===== src/rtl/apb_service_unit_mc.sv =====
// APB interrupt/event service unit: per-source level/edge capture under an enable mask,
// W1S/W1C pending, and a claim/complete handshake with a single-level service FSM.
module apb_service_unit_mc #(
  parameter int unsigned APB_ADDR_WIDTH = 12,
  parameter int unsigned N_SRC          = 32
) (
  input  logic                      HCLK,
  input  logic                      HRESETn,
  input  logic [APB_ADDR_WIDTH-1:0] PADDR,
  input  logic [31:0]               PWDATA,
  input  logic                      PWRITE,
  input  logic                      PSEL,
  input  logic                      PENABLE,
  output logic [31:0]               PRDATA,
  output logic                      PREADY,
  output logic                      PSLVERR,
  input  logic [N_SRC-1:0]          signal_i,
  output logic                      irq_o
);

  localparam int unsigned ID_W = $clog2(N_SRC + 1);

  localparam logic [2:0] REG_ENABLE   = 3'd0;
  localparam logic [2:0] REG_PENDING  = 3'd1;
  localparam logic [2:0] REG_SET      = 3'd2;
  localparam logic [2:0] REG_CLEAR    = 3'd3;
  localparam logic [2:0] REG_MODE     = 3'd4;
  localparam logic [2:0] REG_CLAIM    = 3'd5;
  localparam logic [2:0] REG_COMPLETE = 3'd6;
  localparam logic [2:0] REG_STATUS   = 3'd7;

  typedef enum logic {S_IDLE, S_SVC} state_t;

  state_t             state_q, state_n;
  logic [N_SRC-1:0]   enable_q, mode_q, pend_q, sig_q;
  logic [ID_W-1:0]    active_id_q;

  logic               addr_bad, acc, wr, rd_sel;
  logic [2:0]         sel;
  logic [N_SRC-1:0]   hit, elig, set_w, clr_w, claim_clr, pend_n;
  logic [ID_W-1:0]    top_id;
  logic               claim_rd, cmpl_wr, id_match;
  logic               claim_fire, cmpl_fire;
  logic               unused_addr_lsb;

  assign unused_addr_lsb = ^PADDR[1:0];

  // APB decode; any upper address bit set makes the access an error with no side effect
  assign addr_bad = |PADDR[APB_ADDR_WIDTH-1:5];
  assign sel      = PADDR[4:2];
  assign acc      = PSEL & PENABLE & ~addr_bad;
  assign wr       = acc & PWRITE;
  assign rd_sel   = PSEL & ~PWRITE & ~addr_bad;
  assign claim_rd = acc & ~PWRITE & (sel == REG_CLAIM);
  assign cmpl_wr  = wr & (sel == REG_COMPLETE);
  assign id_match = (PWDATA[ID_W-1:0] == active_id_q);
  assign set_w    = (wr && sel == REG_SET)   ? PWDATA[N_SRC-1:0] : '0;
  assign clr_w    = (wr && sel == REG_CLEAR) ? PWDATA[N_SRC-1:0] : '0;

  assign PREADY   = 1'b1;
  assign PSLVERR  = PSEL & PENABLE & addr_bad;

  assign hit  = enable_q & ((mode_q & signal_i & ~sig_q) | (~mode_q & signal_i));
  assign elig = pend_q & enable_q;

  // Highest eligible index wins; ID is index+1 so that 0 means none
  always_comb begin
    top_id = '0;
    for (int unsigned i = 0; i < N_SRC; i++) begin
      if (elig[i]) top_id = ID_W'(i + 1);
    end
  end

  always_comb begin
    claim_clr = '0;
    for (int unsigned i = 0; i < N_SRC; i++) begin
      claim_clr[i] = claim_fire && (top_id == ID_W'(i + 1));
    end
  end

  // CLEAR dominates; capture and SET dominate a same-cycle claim
  assign pend_n = ((pend_q & ~claim_clr) | hit | set_w) & ~clr_w;

  always_ff @(posedge HCLK or negedge HRESETn) begin
    if (!HRESETn) begin
      sig_q       <= '0;
      enable_q    <= '0;
      mode_q      <= '0;
      pend_q      <= '0;
      active_id_q <= '0;
    end else begin
      sig_q  <= signal_i;
      pend_q <= pend_n;
      if (wr && sel == REG_ENABLE) enable_q <= PWDATA[N_SRC-1:0];
      if (wr && sel == REG_MODE)   mode_q   <= PWDATA[N_SRC-1:0];
      if (claim_fire)              active_id_q <= top_id;
      else if (cmpl_fire)          active_id_q <= '0;
    end
  end

  // Service FSM: state register
  always_ff @(posedge HCLK or negedge HRESETn) begin
    if (!HRESETn) state_q <= S_IDLE;
    else          state_q <= state_n;
  end

  // Service FSM: next state
  always_comb begin
    state_n = state_q;
    case (state_q)
      S_IDLE:  if (claim_rd && (elig != '0)) state_n = S_SVC;
      S_SVC:   if (cmpl_wr && id_match)      state_n = S_IDLE;
      default: state_n = S_IDLE;
    endcase
  end

  // Service FSM: outputs
  always_comb begin
    claim_fire = 1'b0;
    cmpl_fire  = 1'b0;
    irq_o      = 1'b0;
    case (state_q)
      S_IDLE: begin
        claim_fire = claim_rd && (elig != '0);
        irq_o      = (elig != '0);
      end
      S_SVC:   cmpl_fire = cmpl_wr && id_match;
      default: ;
    endcase
  end

  always_comb begin
    PRDATA = '0;
    if (rd_sel) begin
      case (sel)
        REG_ENABLE:  PRDATA = 32'(enable_q);
        REG_PENDING: PRDATA = 32'(pend_q);
        REG_MODE:    PRDATA = 32'(mode_q);
        REG_CLAIM:   PRDATA = (state_q == S_IDLE) ? 32'(top_id) : 32'd0;
        REG_STATUS:  PRDATA = {(state_q == S_SVC), 31'(active_id_q)};
        default:     PRDATA = '0;
      endcase
    end
  end

endmodule


===== config.mk =====
export PLATFORM = sky130hd
export DESIGN_NAME = apb_service_unit_mc
export DESIGN_NICKNAME = d
export VERILOG_FILES = /design/src/rtl/apb_service_unit_mc.sv
export SDC_FILE = /design/constraint.sdc
export NUM_CORES = 1
export LEC_CHECK = 0
export BUFFER_PORTS_ARGS = -buffer_cell sky130_fd_sc_hd__buf_2
export CORE_AREA = 4 4 157 98
export CTS_BUF_LIST = sky130_fd_sc_hd__clkbuf_8
export CTS_CLUSTER_DIAMETER = 150
export CTS_CLUSTER_SIZE = 28
export DETAILED_ROUTE_END_ITERATION = 7
export DIE_AREA = 0 0 161 102
export PLACE_DENSITY = 0.83
export SKIP_LAST_GASP = 1
export SYNTH_ARGS = -nofsm -noshare
export SYNTH_HDL_FRONTEND = slang
export SYNTH_SLANG_ARGS = --single-unit
export TNS_END_PERCENT = 50

===== constraint.sdc =====
create_clock -name HCLK -period 4 [get_ports HCLK]
set_input_delay 1.2 -clock HCLK [delete_from_list [all_inputs] [get_ports HCLK]]
set_output_delay 1.2 -clock HCLK [all_outputs]
set_load 0.1 [all_outputs]

# After elaboration in Yosys (flattened, before gate mapping)

Cells that the tools add are included.
W data, S select, Z words.

Bits in registers: 135
Bits of input ports: 81
Output and inout port bits: 35
Logic and storage cells: 159

Equal/unequal tests: 40
Muxes and demuxes: 45
Bitwise logic cells: 26
Reduce and logical (&&, ||, !) cells: 42

Operator list:

| operator             | count |
|---|---|
| $and A32 B32 Y32     | 7 |
| $mux W6              | 31 |
| $pmux W32 S5         | 1 |
| $not A32 Y32         | 4 |
| $eq A6 B5 Y1 const B | 16 |
| $mux W32             | 3 |
| $or A32 B32 Y32      | 3 |
| $eq A6 B4 Y1 const B | 8 |
| $logic_and A1 B1 Y1  | 38 |
| $reduce_bool A32 Y1  | 1 |
| $eq A6 B3 Y1 const B | 4 |
| $eq A3 B3 Y1 const B | 4 |
| $eq A6 B2 Y1 const B | 2 |
| $and A1 B1 Y1        | 9 |
| $reduce_or A7 Y1     | 1 |
| $eq A3 B2 Y1 const B | 2 |
| $eq A6 B1 Y1 const B | 1 |
| $eq A6 B6 Y1         | 1 |
| $eq A6 B6 Y1 const B | 1 |
| $mux W1              | 6 |
| $mux W2              | 2 |
| $eq A3 B1 Y1 const B | 1 |
| $logic_not A3 Y1     | 1 |
| $mux W3              | 1 |
| 3 further kinds      | 5 |

# Longest topological paths before layout

Depth in word-level cells: 40
Depth in mapped cells: 9
Depth with buffers taken out: 6

# Worst setup path before layout

OpenSTA, ideal clock, no wires.

Path type: input port to output port
From: input PADDR[6]
To: output PRDATA[15]
Arrival: 4140 ps
Data required time: 2800 ps
Setup slack: -1340 ps
Stages on the path: 7
Buffers on the path: 2
Cells stage by stage: or4_4 nor2_2 nand4b_1 or2_2 clkbuf_1 clkbuf_1 nor2_1

Cells in the longest elaborated chain, start to end: 4

RTL lines:

| item             | line | text |
|---|---|---|
| from (decl)      | 9    | `input logic [APB_ADDR_WIDTH-1:0] PADDR,` |
| $reduce_or A7 Y1 | 49   | `assign addr_bad = \|PADDR[APB_ADDR_WIDTH-1:5];` |
| $not A1 Y1       | 53   | `assign rd_sel = PSEL & ~PWRITE & ~addr_bad;` |
| $and A1 B1 Y1    | 53   |  |
| $mux W32         | 134  | `if (rd_sel) begin` |
| to (decl)        | 14   | `output logic [31:0] PRDATA,` |

Every way passes these cells.

# Worst setup path in the final report

From: input PADDR[6]
To: output PRDATA[24]

The elaborated chain is that of the path after synthesis.

==> metrics <==
CTS HTree Levels 4; sequential share of the synthesized area 0.462; post-DP HPWL around 17 mm; CTS Sinks 135; die width 161 µm; Congestion Overflow GR 0; status finished with violations; syn avg cell area around 10 µm²; DRC viols 0; post-synth top area cell dfrtp_1; Cells after Synth 746; Worst slew margin 0.293; most frequent cell after synthesis dfrtp_1; final hold vios 0; critical path required time approximately 2.8 ns; gr usage total 0.282; pin count of the biggest net entering global routing 66; Cell Pwr Density ~290 nW/µm²; crit start category input pin; clock root buffer clkbuf_8; synth warn 0; dpl ws -0.133 ns; register bit count reported by yosys approximately 140; final slew viol count 0; Total Routed Length ~23 mm; async set-reset flop share out of synthesis 1.00; clock period minus worst slack a little over 4 ns; RSZ-0062 raised after global routing yes; maximum fanout along the worst path 8; arrival time at the worst endpoint 2.91 ns; Num CTS Buffers 17; die area 16400 µm²; Final Cycle Share 1.03; global placer's final weighted congestion 0.980; I/O Buffers 112; top cells by area, synth dfrtp_1 46%, mux2_2 9.9%, nand2_1 5.0%, nor2_1 4.7%, mux2i_1 4.4%; worst setup margin -0.114 ns; Core Rows 34; number of synthesized flops with an enable pin 0; CTS tree yes; clock latency on the worst-skew pair approximately 0.46 ns; Synth Net Count 827; vias per cell around 6.3; post-route clock skew 0.0128 ns; Synth top area share 0.462; failing checks negative setup slack; endpoints failing setup 26; die height 102 µm; Fin Setup TNS -2.31 ns; DP Area 9000 µm²; Longest Clk Path Bufs 2; Total Power 2.72 mW; max-cap check violation count 0; IO Pins 116; synth cell count leaders 135 x dfrtp_1, 98 x nand2_1, 91 x nor2_1, 64 x mux2_2, 55 x a21oi_1; critical setup path kind in -> out; initial antenna violation count 2; Top FF cell, synth dfrtp_1; drt wl/cell 21.3 µm; 1st-iter DRT viols 839; worst-margin pin slew 1.05 ns; vias in the first global route 6717; Leak 4.17 nW; design area 9450 µm²; routed via count approximately 7000; drt pass-1 iters 6; P&R area growth vs syn 29.4%; Cell Area, Synth 7300 µm²; initial core utilization 0.517; Hold Worst Slack about 0.54 ns; ant diodes 0; first-pass GRT wire length roughly 36 mm; Nets 961; CORE AREA between 10000 and 15000 µm²; class of the worst hold path reg -> reg; antenna viol nets, final 0; layout cell share with drive strength beyond 1 0.333; post-synthesis cell type count 63; Reg clk slew, reported paths 0.07 ns; number of buffers inserted by hold repair at cts 0; Max Freq 0.243 GHz; CP Capture Type output port; VDD IR max 0.179 mV
[flip-flops by register name (all words and copies together) (netlist names)]
register,flops
enable_q,32
mode_q,32
pend_q,32
sig_q,32
active_id_q,6
state_q,1
[layout make-up]
cell class / count / area (µm²)
Clock buffer: 20 / 275
Clock inverter: 11 / 85.1
Fill cell: 1100 / 4670
Inverter: 10 / 37.5
Multi-Input combinational cell: 565 / 3980
Sequential cell: 135 / 3380
Tap cell: 198 / 248
Timing Repair Buffer: 151 / 1450
[layer usage]
metal,share of wire,GRT usage
met1,0.43,0.412
met4,0.024,0.0970
met2,0.42,0.398
met3,0.13,0.0919
met5,0.0012,0
[final timing paths]
path                                         from  cells after the start                      to  slack (ns)
min reg2reg                mode_q[11]$_DFFE_PN0P_                      1  mode_q[11]$_DFFE_PN0P_        0.54
min                        mode_q[11]$_DFFE_PN0P_                      1  mode_q[11]$_DFFE_PN0P_        0.54
max in group asynchronous                 HRESETn                      2    pend_q[14]$_DFF_PN0_        2.58
min in group asynchronous                 HRESETn                      1   mode_q[7]$_DFFE_PN0P_        0.67
max                                      PADDR[6]                      8              PRDATA[24]       -0.11
max reg2reg                  pend_q[29]$_DFF_PN0_                      6    pend_q[16]$_DFF_PN0_        1.12
[cells in the final DEF, fill, tap and decap left out, drive strengths merged, types with 8 or more instances in the layout]
| master | n |
|---|---|
| a22o | 16 |
| buf | 151 |
| nand2 | 98 |
| nor2 | 92 |
| a21oi | 55 |
| nor3 | 8 |
| inv | 13 |
| a22oi | 15 |
| o21ai | 21 |
| a31oi | 21 |
| nor4 | 10 |
| mux2i | 32 |
| a32o | 20 |
| dfrtp | 135 |
| and2 | 8 |
| nand3 | 19 |
| mux2 | 64 |
| nand4 | 9 |
| clkbuf | 20 |
[metrics by stage]
| step | std cells | utilization |
|---|---|---|
| after floorplan | 746 | - |
| after global placement | 1054 | 0.637 |
| after detailed placement | 1054 | 0.637 |
| after CTS | 1088 | 0.667 |
| after global routing | 1090 | 0.669 |
| final | 1090 | 0.669 |
[power breakdown]
| part | internal [mW] | switching [mW] |
|---|---|---|
| sequential | 1.40 | 0.0304 |
| clock | 0.526 | 0.535 |
| combinational | 0.0818 | 0.148 |
[worst max-delay path, stage by stage]
cell	delay [ns]
buf_6	0.09
or4_4	0.55
nor2_4	0.10
nand4b_1	0.12
or2_4	0.35
buf_16	0.19
nor2_4	0.12
buf_12	0.18
[repair_timing]
action | in CTS | in global routing
endpoints found under the setup margin | 26 | 33
pin swaps | 3 | 2
buffers inserted | 2 | 2
gates resized for setup | 5 | 5
cloned | 1 | 0
endpoints found under the hold margin | 0 | 0
[kinds of logic (layout without fill, tap and decap cells)]
group / Yosys count / in the layout / synth area share
DFF: 135 / 135 / 0.462
muxes: 96 / 96 / 0.143
xor gates and xnor gates: 6 / 6 / 0.00719
AOI/OAI and AO/OA: 189 / 189 / 0.186
other: 1 / 1 / 0.000513
and+or+nand+nor: 273 / 273 / 0.174
buffers and inverters: 46 / 192 / 0.0267
Note: power is estimated with default switching activity, not from simulation.
